`config.mk`:
```
export PLATFORM = sky130hd
export DESIGN_NAME = tdm_demux16_flat
export DESIGN_NICKNAME = d
export VERILOG_FILES = /design/src/rtl/tdm_demux16_pkg.sv /design/src/rtl/tdm_demux16_if.sv /design/src/rtl/tdm_demux16_dec4to16.sv /design/src/rtl/tdm_demux16.sv /design/src/flat_wrapper.sv
export SDC_FILE = /design/constraint.sdc
export NUM_CORES = 1
export LEC_CHECK = 0
export CAP_MARGIN = 20
export CORE_MARGIN = 3
export CORE_UTILIZATION = 57
export CTS_CLUSTER_SIZE = 16
export DETAILED_ROUTE_END_ITERATION = 8
export DONT_BUFFER_PORTS = 1
export MAX_ROUTING_LAYER = met4
export PLACE_DENSITY = 0.72
export SYNTH_ARGS = -nofsm -noshare
export SYNTH_HDL_FRONTEND = slang
export SYNTH_SLANG_ARGS = --single-unit
```
`constraint.sdc`:
```
create_clock -name clk -period 2 [get_ports clk]
set_clock_uncertainty 0.2 [all_clocks]
set_input_delay 0.3 -clock clk [delete_from_list [all_inputs] [get_ports clk]]
set_output_delay 0.3 -clock clk [all_outputs]
set_load 0.05 [all_outputs]
```
`src/rtl/tdm_demux16_pkg.sv`:
```
// Shared constants and types for the 16-channel TDM deserializer.
// TDM_DEMUX_PARITY_EN adds a 17th parity slot and widens the slot counter.
package tdm_pkg;
   localparam int unsigned N_CH        = 16;
   localparam int unsigned SEL_W       = 4;
   localparam int unsigned PARITY_SLOT = 16;
`ifdef TDM_DEMUX_PARITY_EN
   localparam int unsigned SLOT_W      = SEL_W + 1;
   localparam int unsigned LAST_SLOT   = PARITY_SLOT;
`else
   localparam int unsigned SLOT_W      = SEL_W;
   localparam int unsigned LAST_SLOT   = N_CH - 1;
`endif

   typedef enum logic {
      IDLE = 1'b0,
      RUN  = 1'b1
   } state_t;
endpackage

```
`src/rtl/tdm_demux16_if.sv`:
```
// Serial-in / parallel-out bus between the 16:1 scanner and the deserializer.
// parity_err exists only when TDM_DEMUX_PARITY_EN is defined.
interface tdm_demux16_if;
   import tdm_pkg::*;

   logic              din;
   logic              din_valid;
   logic              sof;
   logic [N_CH-1:0]   q;
   logic [SLOT_W-1:0] slot;
   logic              frame_done;
   logic              sync_err;
   logic              locked;
`ifdef TDM_DEMUX_PARITY_EN
   logic              parity_err;
`endif

   modport master (
      output din, din_valid, sof,
      input  q, slot, frame_done, sync_err, locked
`ifdef TDM_DEMUX_PARITY_EN
      , input parity_err
`endif
   );

   modport slave (
      input  din, din_valid, sof,
      output q, slot, frame_done, sync_err, locked
`ifdef TDM_DEMUX_PARITY_EN
      , output parity_err
`endif
   );
endinterface

```
`src/rtl/tdm_demux16_dec4to16.sv`:
```
// Slot index to one-hot shadow write enable; the parity slot decodes to nothing.
// TDM_DEMUX_PARITY_EN widens the select by one bit.
module dec4to16
   import tdm_pkg::*;
(
   input  logic [SLOT_W-1:0] sel_i,
   input  logic              en_i,
   output logic [N_CH-1:0]   oh_o
);
   logic sel_ok;

`ifdef TDM_DEMUX_PARITY_EN
   assign sel_ok = ~sel_i[SEL_W];
`else
   assign sel_ok = 1'b1;
`endif

   always_comb begin
      oh_o = '0;
      if (en_i && sel_ok) oh_o[sel_i[SEL_W-1:0]] = 1'b1;
   end
endmodule

```
`src/rtl/tdm_demux16.sv`:
```
// 1-to-16 TDM deserializer: steers serial bits into slots, publishes whole frames.
// TDM_DEMUX_PARITY_EN adds an even-parity slot that gates the frame load.
module tdm_demux16
   import tdm_pkg::*;
(
   input  logic           clk,
   input  logic           rst_n,
   tdm_demux16_if.slave   bus
);
   state_t            state_q, state_d;
   logic [SLOT_W-1:0] slot_q, slot_d;
   logic [N_CH-1:0]   shadow_q, shadow_d;
   logic [N_CH-1:0]   q_q, q_d;
   logic              done_pend_q, done_pend_d;
   logic              frame_done_q;
   logic              sync_err_q, sync_err_d;
   logic              locked_q;
   logic              parity_err_q, parity_err_d;
   logic [SLOT_W-1:0] dec_sel;
   logic              dec_en;
   logic [N_CH-1:0]   we_oh;

   // A start-of-frame bit always lands in slot 0, whatever the counter says.
   assign dec_sel = bus.sof ? '0 : slot_q;
   assign dec_en  = bus.din_valid & ((state_q == RUN) | bus.sof);

   dec4to16 u_dec (
      .sel_i (dec_sel),
      .en_i  (dec_en),
      .oh_o  (we_oh)
   );

   always_ff @(posedge clk) begin
      if (!rst_n) state_q <= IDLE;
      else        state_q <= state_d;
   end

   always_comb begin
      state_d = state_q;
      if (bus.din_valid && bus.sof) state_d = RUN;
   end

   always_comb begin
      slot_d       = slot_q;
      shadow_d     = (shadow_q & ~we_oh) | ({N_CH{bus.din}} & we_oh);
      q_d          = q_q;
      done_pend_d  = 1'b0;
      sync_err_d   = 1'b0;
      parity_err_d = 1'b0;
      if (bus.din_valid) begin
         if (bus.sof) begin
            slot_d     = SLOT_W'(1);
            sync_err_d = (state_q == RUN) && (slot_q != '0);
         end else if (state_q == RUN) begin
            if (slot_q == SLOT_W'(LAST_SLOT)) begin
               slot_d = '0;
`ifdef TDM_DEMUX_PARITY_EN
               if ((^shadow_q ^ bus.din) == 1'b0) begin
                  q_d         = shadow_q;
                  done_pend_d = 1'b1;
               end else begin
                  parity_err_d = 1'b1;
               end
`else
               q_d         = {bus.din, shadow_q[N_CH-2:0]};
               done_pend_d = 1'b1;
`endif
            end else begin
               slot_d = SLOT_W'(slot_q + 1'b1);
            end
         end
      end
   end

   // frame_done trails the q load by one more cycle.
   always_ff @(posedge clk) begin
      if (!rst_n) begin
         slot_q       <= '0;
         shadow_q     <= '0;
         q_q          <= '0;
         done_pend_q  <= 1'b0;
         frame_done_q <= 1'b0;
         sync_err_q   <= 1'b0;
         locked_q     <= 1'b0;
         parity_err_q <= 1'b0;
      end else begin
         slot_q       <= slot_d;
         shadow_q     <= shadow_d;
         q_q          <= q_d;
         done_pend_q  <= done_pend_d;
         frame_done_q <= done_pend_q;
         sync_err_q   <= sync_err_d;
         locked_q     <= (state_d == RUN);
         parity_err_q <= parity_err_d;
      end
   end

   assign bus.q          = q_q;
   assign bus.slot       = slot_q;
   assign bus.frame_done = frame_done_q;
   assign bus.sync_err   = sync_err_q;
   assign bus.locked     = locked_q;
`ifdef TDM_DEMUX_PARITY_EN
   assign bus.parity_err = parity_err_q;
`else
   logic unused_parity;
   assign unused_parity = parity_err_q;
`endif
endmodule

```
`src/flat_wrapper.sv`:
```
// flat-port wrapper written by rule: the top's interface ports become plain ports
module tdm_demux16_flat import tdm_pkg::*;
  (clk, rst_n, bus_din, bus_din_valid, bus_sof, bus_q, bus_slot, bus_frame_done, bus_sync_err, bus_locked);
  tdm_demux16_if bus_i ();
  input  logic clk;
  input  logic rst_n;
  input wire logic [$bits(bus_i.din)-1:0] bus_din;
  input wire logic [$bits(bus_i.din_valid)-1:0] bus_din_valid;
  input wire logic [$bits(bus_i.sof)-1:0] bus_sof;
  output wire logic [$bits(bus_i.q)-1:0] bus_q;
  output wire logic [$bits(bus_i.slot)-1:0] bus_slot;
  output wire logic [$bits(bus_i.frame_done)-1:0] bus_frame_done;
  output wire logic [$bits(bus_i.sync_err)-1:0] bus_sync_err;
  output wire logic [$bits(bus_i.locked)-1:0] bus_locked;
  assign bus_i.din = bus_din;
  assign bus_i.din_valid = bus_din_valid;
  assign bus_i.sof = bus_sof;
  assign bus_q = bus_i.q;
  assign bus_slot = bus_i.slot;
  assign bus_frame_done = bus_i.frame_done;
  assign bus_sync_err = bus_i.sync_err;
  assign bus_locked = bus_i.locked;
  tdm_demux16 u_core (.clk(clk), .rst_n(rst_n), .bus(bus_i));
endmodule
```
After elaboration in Yosys (flattened, before gate mapping)
Cells that the tools add are included.
{"block": "word_totals", "input_bits": 5, "regBits": 40}
{"block": "op_classes", "n_bitwise": 10, "magnitude_cmp": 2, "reduce_logical": 9, "muxes": 8, "add_sub_neg": 1, "n_eq_ne": 1}
{"cell": "$and 16x16->16", "count": 2}
{"cell": "$mux 16", "count": 1}
{"cell": "$mux 4", "count": 4}
{"cell": "$not 16->16", "count": 1}
{"cell": "$or 16x16->16", "count": 1}
{"cell": "$lt 4x5->1 const B", "count": 1}
{"cell": "$add 4x1->4 const B", "count": 1}
{"cell": "$demux 1 s4", "count": 1}
{"cell": "$eq 4x4->1 const B", "count": 1}
{"cell": "$ge 4x1->1 const B", "count": 1}
{"cell": "$not 1->1", "count": 4}
{"cell": "$reduce_and 4->1", "count": 1}
{"cell": "$reduce_bool 4->1", "count": 1}
{"cell": "$reduce_or 4->1", "count": 1}
{"cell": "$logic_and 1x1->1", "count": 3}
{"cell": "$reduce_and 3->1", "count": 1}
{"cell": "$mux 1", "count": 2}
{"cell": "$reduce_and 2->1", "count": 1}
{"cell": "$reduce_bool 2->1", "count": 1}
{"cell": "$and 1x1->1", "count": 1}
{"cell": "$or 1x1->1", "count": 1}

Depth between registers and ports, before layout
Gate-level depths: netlist of run 1.
{"block": "depth", "depth_word": 9, "mapped_depth": 5, "depth_no_buf": 4}

Modules after synthesis
Synthesis of run 1 repeated with hierarchy kept, for this count alone.
{"block": "hier_totals", "hier_cells": 192, "area_unflattened_um2": 1667.8}
{"mod": "tdm_demux16", "instances": 1, "area_per_inst_um2": 1550.2, "cells_per_inst": 169, "seq_area_each_um2": 780.7}
{"mod": "dec4to16", "instances": 1, "area_per_inst_um2": 117.6, "cells_per_inst": 23, "seq_area_each_um2": 0.0}

Worst setup path before layout of run 1
Ideal clock, no wire load.
{"block": "synth_path", "kind": "register -> register", "start": "reg u_core.slot_q[3], in the netlist u_core.bus.slot[3]", "end": "reg u_core.q_q[15], in the netlist u_core.bus.q[15]", "setup_slack_ns": 0.104, "period_less_slack_ns": 1.896, "n_path_buf": 2, "t_arrival_ns": 1.577, "required_time_ns": 1.681, "path_stages_with_launch": 6, "path_cell_list": "dfxtp_1 -> and3b_2 -> nand4_1 -> buf_6 -> buf_12 -> mux2i_1"}
{"block": "synth_between", "elab_chain_len": 2}
{"element": "start, declared", "line_no": "tdm_demux16.sv:11", "text": "logic [SLOT_W-1:0] slot_q, slot_d;"}
{"element": "start signal, assigned", "line_no": "tdm_demux16.sv:87", "text": "slot_q <= slot_d;"}
{"element": "$eq 4x4->1", "line_no": "tdm_demux16.sv:55", "text": "if (slot_q == SLOT_W'(LAST_SLOT)) begin"}
{"element": "$reduce_and 4->1 (no source line)"}
{"element": "end signal, assigned", "line_no": "tdm_demux16.sv:89", "text": "q_q <= q_d;"}
{"element": "end, declared", "line_no": "tdm_demux16.sv:13", "text": "logic [N_CH-1:0] q_q, q_d;"}
Every way passes these cells.
A chain may end at the register's enable or synchronous reset.

==> out/metrics.csv, run 1 <==
metric,value,unit
status,completed,
slowest_delay,510,ps
cts.clk_slew.worst_paths,120,ps
power,1.43,mW
antenna_cells,0,
vias,1181,
start_util,0.633,
layout_common_cells,"dfxtp_1, nand2_1, mux2i_1",
syn-cell-area,0.00165,mm²
fp.dieArea,0.00358,mm²
synth_cells,166,
relSlewSlack,0.653,
vias_per_cell,5.76,
dp_hpwl,2.04,mm
setup_viol,0,
synth.avg_cell_area,9.96,µm²
synth-seq-area-share,0.472,
synth-async-reset-ratio,0,
crit_arrival,1810,ps
cts_tree,done,
tns,0,ps
start_kind,flop,
grt-ovfl-total,0,
wl_per_cell,14.8,µm
yosysWarnings,0,
endpoint_kind,flop,
drive_gt1_frac,0.120,
cp_slowest_cell,dfxtp_1,
tightest_slew,520,ps
period_share,0.865,
cts_num_sinks,39,
num-nets-final,181,
hold_viol_final,0,
num_io_pins,28,
core,0.00261,mm²
crit_path_cell_trace,buf_4 > and4bb_2 > o21ai_0 > mux2i_1,
grt_max_degree,37,
clock_path_buffers,2,
ant_nets,0,
synthesis.nets,173,
grt_setup_unrepaired,false,
cts.htree.levels,2,
path_max_fanout,8,
p_leak,0.856,nW
finalMaxSlewViolations,0,
grt_use_total,0.205,
layout_commonest_cell,dfxtp_1,
synth_cell_types,29,
cts_made_buffers,5,
drtIter0Drc,53,
drc,0,
drv_cap,0,
die_w,59.9,µm
antenna_found_initial,0,
hold_path.class,input port to flop,
peakVddDrop,0.737,mV
synth_edf_count,0,
synth-seq-cells,39,
min_period,1730,ps
gp_congestion,0.769,
portBuffers,0,
grt_pass1_wl,5.31,mm
grt_pass1_vias,1158,
firstDrtPassIters,4,
num_rows,18,
syn_to_final_growth,8.02,%
clk-insertion-delay-late,360,ps
die_h,59.9,µm
powerDensity,803,mW/mm²
worstPathRequired,2080,ps
worst-path-buf-inv,1,
crit_type,flop to flop,
root_buffer,clkbuf_4,
cpLargestDelayFamily,flip-flops,
totalWireLength,3.04,mm
synth-main-ff-cell,dfxtp_1,
max_freq,578,MHz
## cell type report
cell class	instances	area [µm²]
inverters	5	18.8
well taps	30	37.5
fillers	216	827
clock buffers	6	51.3
multi-input cells	111	741
flip-flops and latches	39	781
clock inverters	2	38.8
repair buffers	12	118
## metrics by stage
step / utilization / cells / hold WS (ps) / worst slack [ps] / area, µm²
detailed placement: 0.627 / 193 / 224 / 293 / 1640
global route: 0.683 / 205 / 45.0 / 145 / 1790
floorplan: - / 166 / 212 / 104 / 1650
CTS: 0.673 / 204 / 10.3 / 38.3 / 1760
global placement: 0.627 / 193 / 216 / 359 / 1640
finish: 0.683 / 205 / 27.2 / 270 / 1790
## layer usage
| metal | up-vias | track usage | share of wire |
|---|---|---|---|
| met4 | 0 | 0.0949 | 0.020 |
| met3 | 7 | 0.0691 | 0.066 |
| met1 | 551 | 0.259 | 0.46 |
| met2 | 32 | 0.295 | 0.45 |
| li1 | 591 | - | - |
| met5 | - | - | 0 |
## synth_stat cells, types with 2 or more instances
| master | number | area share |
|---|---|---|
| a21oi_1 | 5 | 0.015 |
| a22oi_1 | 2 | 0.0091 |
| and2_1 | 2 | 0.0076 |
| buf_2 | 2 | 0.0061 |
| clkbuf_8 | 4 | 0.033 |
| dfxtp_1 | 39 | 0.47 |
| ha_1 | 2 | 0.015 |
| inv_1 | 5 | 0.011 |
| mux2i_1 | 32 | 0.19 |
| nand2_1 | 32 | 0.073 |
| nand3_1 | 9 | 0.027 |
| nand4_1 | 6 | 0.023 |
| nor2_1 | 4 | 0.0091 |
| nor2b_1 | 2 | 0.0076 |
| nor3b_1 | 2 | 0.0091 |
| o21ai_0 | 5 | 0.015 |
## power breakdown
part / total [mW] / internal, mW / switching (mW)
Combinational: 0.0742 / 0.0280 / 0.0462
Clock: 0.570 / 0.302 / 0.269
Sequential: 0.789 / 0.781 / 0.00788
Total: 1.43 / 1.11 / 0.323
## timing repair
action / in CTS / in global routing
hold buffers: 3 / 0
hold endpoints to repair: 39 / 0
setup buffers: 0 / 0
gates resized for setup: 0 / 0
endpoints found under the setup margin: 0 / 0
## logic make-up after synthesis
logic type               Yosys count  synth area share
AND/OR/NAND/NOR                   62             0.186
buffers and inverters             16            0.0795
adder cells (fa/ha/maj)            2            0.0151
multiplexers                      32             0.194
flip-flops                        39             0.472
AO/OA/AOI/OAI                     15            0.0530
## final timing paths
kind	from	endpoint	slack [ps]	depth (start not counted)
setup / recovery	u_core.bus.slot[0]	flop	270	4
hold / removal	bus_sof	flop	30	3
setup reg to reg	u_core.bus.slot[0]	flop	270	4
hold reg to reg	u_core.done_pend_q	u_core.bus.frame_done	250	1
## worst min-delay path, delay by kind of cell
kind	cells	cell delay, ps
mux	1	80
simple gates	2	160
Note: power is estimated with default switching activity, not from simulation.
==> run 2: changes to the inputs <==
--- a/config.mk
+++ b/config.mk
@@ -7,12 +7,12 @@
 export LEC_CHECK = 0
 export CAP_MARGIN = 20
 export CORE_MARGIN = 3
-export CORE_UTILIZATION = 57
+export CORE_UTILIZATION = 60
 export CTS_CLUSTER_SIZE = 16
 export DETAILED_ROUTE_END_ITERATION = 8
 export DONT_BUFFER_PORTS = 1
 export MAX_ROUTING_LAYER = met4
-export PLACE_DENSITY = 0.72
+export PLACE_DENSITY = 0.76
 export SYNTH_ARGS = -nofsm -noshare
 export SYNTH_HDL_FRONTEND = slang
 export SYNTH_SLANG_ARGS = --single-unit
==> out/metrics.csv, run 2 (synthesized netlist as in run 1, its figures left out) <==
metric,value,unit
p_leak,0.841,nW
finalMaxSlewViolations,0,
fp.dieArea,0.00342,mm²
gp_congestion,0.829,
cts_num_sinks,39,
setup_ws,260,ps
crit_type,flop to flop,
grt_use_total,0.218,
worst-path-stages,4,
crit_path_cell_trace,ha_1 > nand4_1 > buf_4 > and3_2,
cts.clk_slew.worst_paths,110,ps
cts_made_buffers,5,
path_max_fanout,13,
dp_hpwl,2.16,mm
worstPathRequired,2050,ps
antenna_cells,0,
min_from,bus_sof,
min_to,u_core.bus.slot[2],
vias,1232,
r2r_slack,260,ps
endpoint_kind,flop,
wl_per_cell,15.7,µm
peakVddDrop,0.581,mV
cpLargestDelayFamily,flip-flops,
period_share,0.870,
setup_viol,0,
layout_commonest_cell,dfxtp_1,
grt_pass1_vias,1187,
grt-ovfl-total,0,
hold_viol_final,0,
portBuffers,0,
syn_to_final_growth,5.83,%
crit_arrival,1790,ps
reg2regPathDepth,4,
worst-path-buf-inv,1,
ant_nets,0,
num-nets-final,181,
max_freq,575,MHz
cts_tree,done,
status,completed,
die_w,58.5,µm
drc,0,
firstDrtPassIters,4,
clk-insertion-delay-late,350,ps
min_path_cells,3,
totalWireLength,3.20,mm
vias_per_cell,6.04,
grt_max_degree,37,
root_buffer,clkbuf_4,
num_rows,18,
tns,0,ps
grt_setup_unrepaired,false,
preCtsSetupSlack,304,ps
antenna_found_initial,0,
r2r-end,u_core.bus.slot[0],
relSlewSlack,0.639,
layout_common_cells,"dfxtp_1, nand2_1, mux2i_1",
clock_path_buffers,2,
tightest_slew,542,ps
cts.htree.levels,2,
hold_path.class,input port to flop,
grt_pass1_wl,5.33,mm
slowest_delay,580,ps
cp_slowest_cell,dfxtp_1,
drive_gt1_frac,0.115,
r2r-start,u_core.bus.slot[1],
core,0.00254,mm²
start_kind,flop,
powerDensity,724,mW/mm²
min_period,1740,ps
crit_path_start,u_core.bus.slot[1],
num_io_pins,28,
die_h,58.5,µm
drtIter0Drc,33,
drv_cap,0,
start_util,0.649,
[run 2: cell count changes in the layout (fill, tap and decap cells not counted), sizes merged]
cell,before,now
buf,9,8
clkinv,0,1
bufinv,1,0
clkbuf,6,7
inv,6,5
[run 2: final cells by class]
type,count,area [µm²]
inverter,5,18.8
clock inverter,1,5.00
sequential,39,781
multi-input combinational,111,741
tap,30,37.5
fill,200,796
timing repair buffer,12,115
clock buffer,6,51.3
[run 2: worst max-delay path by stage]
| stage | slack (ps) | end |
|---|---|---|
| floorplan | 100 | u_core.bus.q[15] |
| global placement | 380 | u_core.bus.slot[0] |
| detailed placement | 300 | u_core.bus.slot[0] |
| CTS | 10 | u_core.bus.slot[2] |
| global route | 130 | u_core.bus.slot[0] |
| finish | 260 | u_core.bus.slot[0] |
[run 2: repair_timing]
action                    4_1_cts  5_1_grt
hold endpoints to repair       39        0
hold buffers                    3        0
setup buffers                   0        0
gates resized for setup         0        0
[run 2: per-stage QoR]
stage / util / power [mW] / cell area [µm²] / hold slack (ps) / cells
final: 0.687 / 1.27 / 1750 / 22.8 / 204
after CTS: 0.677 / 1.27 / 1720 / 10.7 / 203
after floorplan: - / 0.863 / 1650 / 212 / 166
after global routing: 0.687 / 1.32 / 1750 / 18.2 / 204
after detailed placement: 0.644 / 0.858 / 1640 / 222 / 193
after global placement: 0.644 / 0.856 / 1640 / 213 / 193
[run 2: tightest hold or removal path: stages]
cell and delay (ps):
a21oi_1 20, o21ai_0 130, a21oi_1 80
[run 2: routing by layer]
metal	vias up	track usage	share of wire
li1	586	-	-
met2	44	0.338	0.48
met1	592	0.239	0.41
met3	10	0.0811	0.077
met4	0	0.126	0.029
met5	-	-	0
[run 2: power by group]
group	internal (mW)	total, mW	switching, mW
combinational	0.0271	0.0752	0.0481
clock	0.163	0.405	0.242
sequential	0.781	0.786	0.00530
==> run 3: changes to the inputs <==
--- a/config.mk
+++ b/config.mk
@@ -5,6 +5,7 @@
 export SDC_FILE = /design/constraint.sdc
 export NUM_CORES = 1
 export LEC_CHECK = 0
+export ABC_AREA = 1
 export CAP_MARGIN = 20
 export CORE_MARGIN = 3
 export CORE_UTILIZATION = 60
@@ -12,7 +13,7 @@
 export DETAILED_ROUTE_END_ITERATION = 8
 export DONT_BUFFER_PORTS = 1
 export MAX_ROUTING_LAYER = met4
-export PLACE_DENSITY = 0.76
+export PLACE_DENSITY = 0.78
 export SYNTH_ARGS = -nofsm -noshare
 export SYNTH_HDL_FRONTEND = slang
 export SYNTH_SLANG_ARGS = --single-unit
==> out/metrics.csv, run 3 <==
metric,value,unit
status,completed,
wl_per_cell,12.3,µm
min_from,rst_n,
yosys.area.top_type_share,0.451,
synthesis.nets,255,
setup_viol,0,
tightest_slew,975,ps
num-nets-final,265,
num_rows,18,
syn-cell-area,0.00173,mm²
tns,0,ps
netlist_top_cells_count,"nor2_1, nand2_1, dfxtp_1, inv_1, nand3_1",
crit_path_start,rst_n,
grt_max_degree,33,
min_period,1770,ps
r2r-start,u_core.bus.slot[1],
powerDensity,672,mW/mm²
synth.avg_cell_area,6.98,µm²
r2r-end,u_core.bus.sync_err,
r2r_slack,250,ps
root_buffer,clkbuf_4,
p_leak,0.914,nW
cts_setup_buffers,0,
cts.clk_slew.worst_paths,110,ps
path_max_fanout,32,
synth_area_leader_cell,dfxtp_1,
antenna_found_initial,0,
ant_nets,0,
crit_type,input port to flop,
fp.dieArea,0.00357,mm²
period_share,0.883,
drc,0,
cts_made_buffers,5,
start_util,0.663,
antenna_cells,0,
syn_to_final_growth,7.88,%
grt_setup_unrepaired,false,
clock_path_buffers,2,
crit_arrival,1850,ps
synth.most_common_cell,nor2_1,
final_util,0.715,
relSlewSlack,0.348,
synth_cells,248,
regArea,783,µm²
fillers,208,
multi_input_area,769,µm²
grt_pass1_vias,1345,
grt-ovfl-total,0,
firstDrtPassIters,4,
hold_path.class,input port to flop,
clkPwrFrac,0.303,
synth-seq-cells,39,
power_switching,313,µW
cts_tree,done,
swShare,0.249,
start_kind,input port,
grt_pass1_wl,6.10,mm
num_io_pins,28,
cts.htree.levels,2,
power,1.26,mW
drv_cap,0,
synth_cell_types,21,
die_h,59.7,µm
peakVddDrop,0.643,mV
intPower,943,µW
synth_edf_count,0,
hold_ws,55.5,ps
min_to,u_core.bus.slot[2],
synth-main-ff-cell,dfxtp_1,
seqPwrFrac,0.630,
worstPathRequired,2080,ps
pwr-share-comb,0.067,
reg2regPathDepth,6,
core,0.00261,mm²
drive_gt1_frac,0.112,
max_freq,566,MHz
endpoint_kind,flop,
layout_common_cells,"nor2_1, nand2_1, dfxtp_1",
grt_use_total,0.235,
hold_viol_final,0,
synth-seq-area-share,0.451,
min_path_cells,4,
synthTopCellsByArea,"dfxtp_1, nor2_1, nand2_1",
cts_num_sinks,39,
finalMaxSlewViolations,0,
drtIter0Drc,105,
gp_congestion,0.883,
synth-async-reset-ratio,0,
vias,1520,
vias_per_cell,5.26,
clk-insertion-delay-late,340,ps
layout_commonest_cell,nor2_1,
die_w,59.7,µm
totalWireLength,3.55,mm
portBuffers,0,
yosysWarnings,0,
dp_hpwl,2.31,mm
## run 3: changes by cell type after synthesis, sizes merged, moves of 2 or more
cell	previous run	this run
o21ai	5	21
inv	5	30
and3b	2	0
nand4	6	1
nand3	9	26
a22oi	2	0
nor2b	2	0
clkbuf	6	4
and2	2	0
mux2i	32	0
nor3b	2	0
nor2	4	66
nand2	32	44
## run 3: layout make-up
cell class / count / share of cell area
clock buffer: 7 / 0.0241
clock inverter: 1 / 0.00268
inverter: 30 / 0.0616
multi-input combinational: 169 / 0.412
sequential: 39 / 0.419
tap: 30 / 0.0201
timing repair buffer: 13 / 0.0603
## run 3: power by group through the flow
| stage | registers [mW] | logic [mW] | clock network (mW) |
|---|---|---|---|
| finish | 0.791 | 0.0845 | 0.381 |
| global route | 0.793 | 0.0926 | 0.430 |
| CTS | 0.790 | 0.0833 | 0.390 |
| detailed placement | 0.808 | 0.0660 | 0 |
| global placement | 0.807 | 0.0658 | 0 |
| floorplan | 0.817 | 0.0562 | 0 |
## run 3: kinds of logic after synthesis
group	synth area share
AND/OR/NAND/NOR	0.342
buffers and inverters	0.105
flip-flops	0.451
AO/OA/AOI/OAI	0.0874
adder cells (fa/ha/maj)	0.0144
## run 3: metrics by stage
step	std cells	cell area, µm²	setup slack [ps]
2_1_floorplan	248	1730	17.3
3_3_place_gp	275	1760	312
3_5_place_dp	275	1760	252
4_1_cts	289	1870	168
5_1_grt	289	1870	2.82
6_report	289	1870	234
## run 3: timing repair
| action | CTS | global route |
|---|---|---|
| setup endpoints to repair | 0 | 2 |
| hold buffers | 6 | 0 |
| hold endpoints to repair | 38 | 0 |
| gates resized for setup | 0 | 2 |
## run 3: how the worst max path moves through the flow
| stage | end | depth (start not counted) | slack (ps) |
|---|---|---|---|
| 2_1_floorplan | u_core.bus.q[1] | 7 | 20 |
| 3_3_place_gp | u_core.bus.q[13] | 6 | 310 |
| 3_5_place_dp | u_core.bus.q[7] | 6 | 250 |
| 4_1_cts | u_core.bus.sync_err | 6 | 170 |
| 5_1_grt | u_core.bus.q[10] | 3 | 3 |
| 6_report | u_core.bus.q[7] | 3 | 230 |
## run 3: layer usage
metal / global-route usage / vias up / routed length, µm
met5: - / - / 0
met4: 0.117 / 0 / 98
met3: 0.0670 / 12 / 252
met2: 0.336 / 54 / 1560
met1: 0.301 / 658 / 1640
li1: - / 796 / -
## run 3: worst max-delay path: stages
cell	delay, ps
dlygate4sd3_1	1180
o21ai_0	220
nor2_1	140
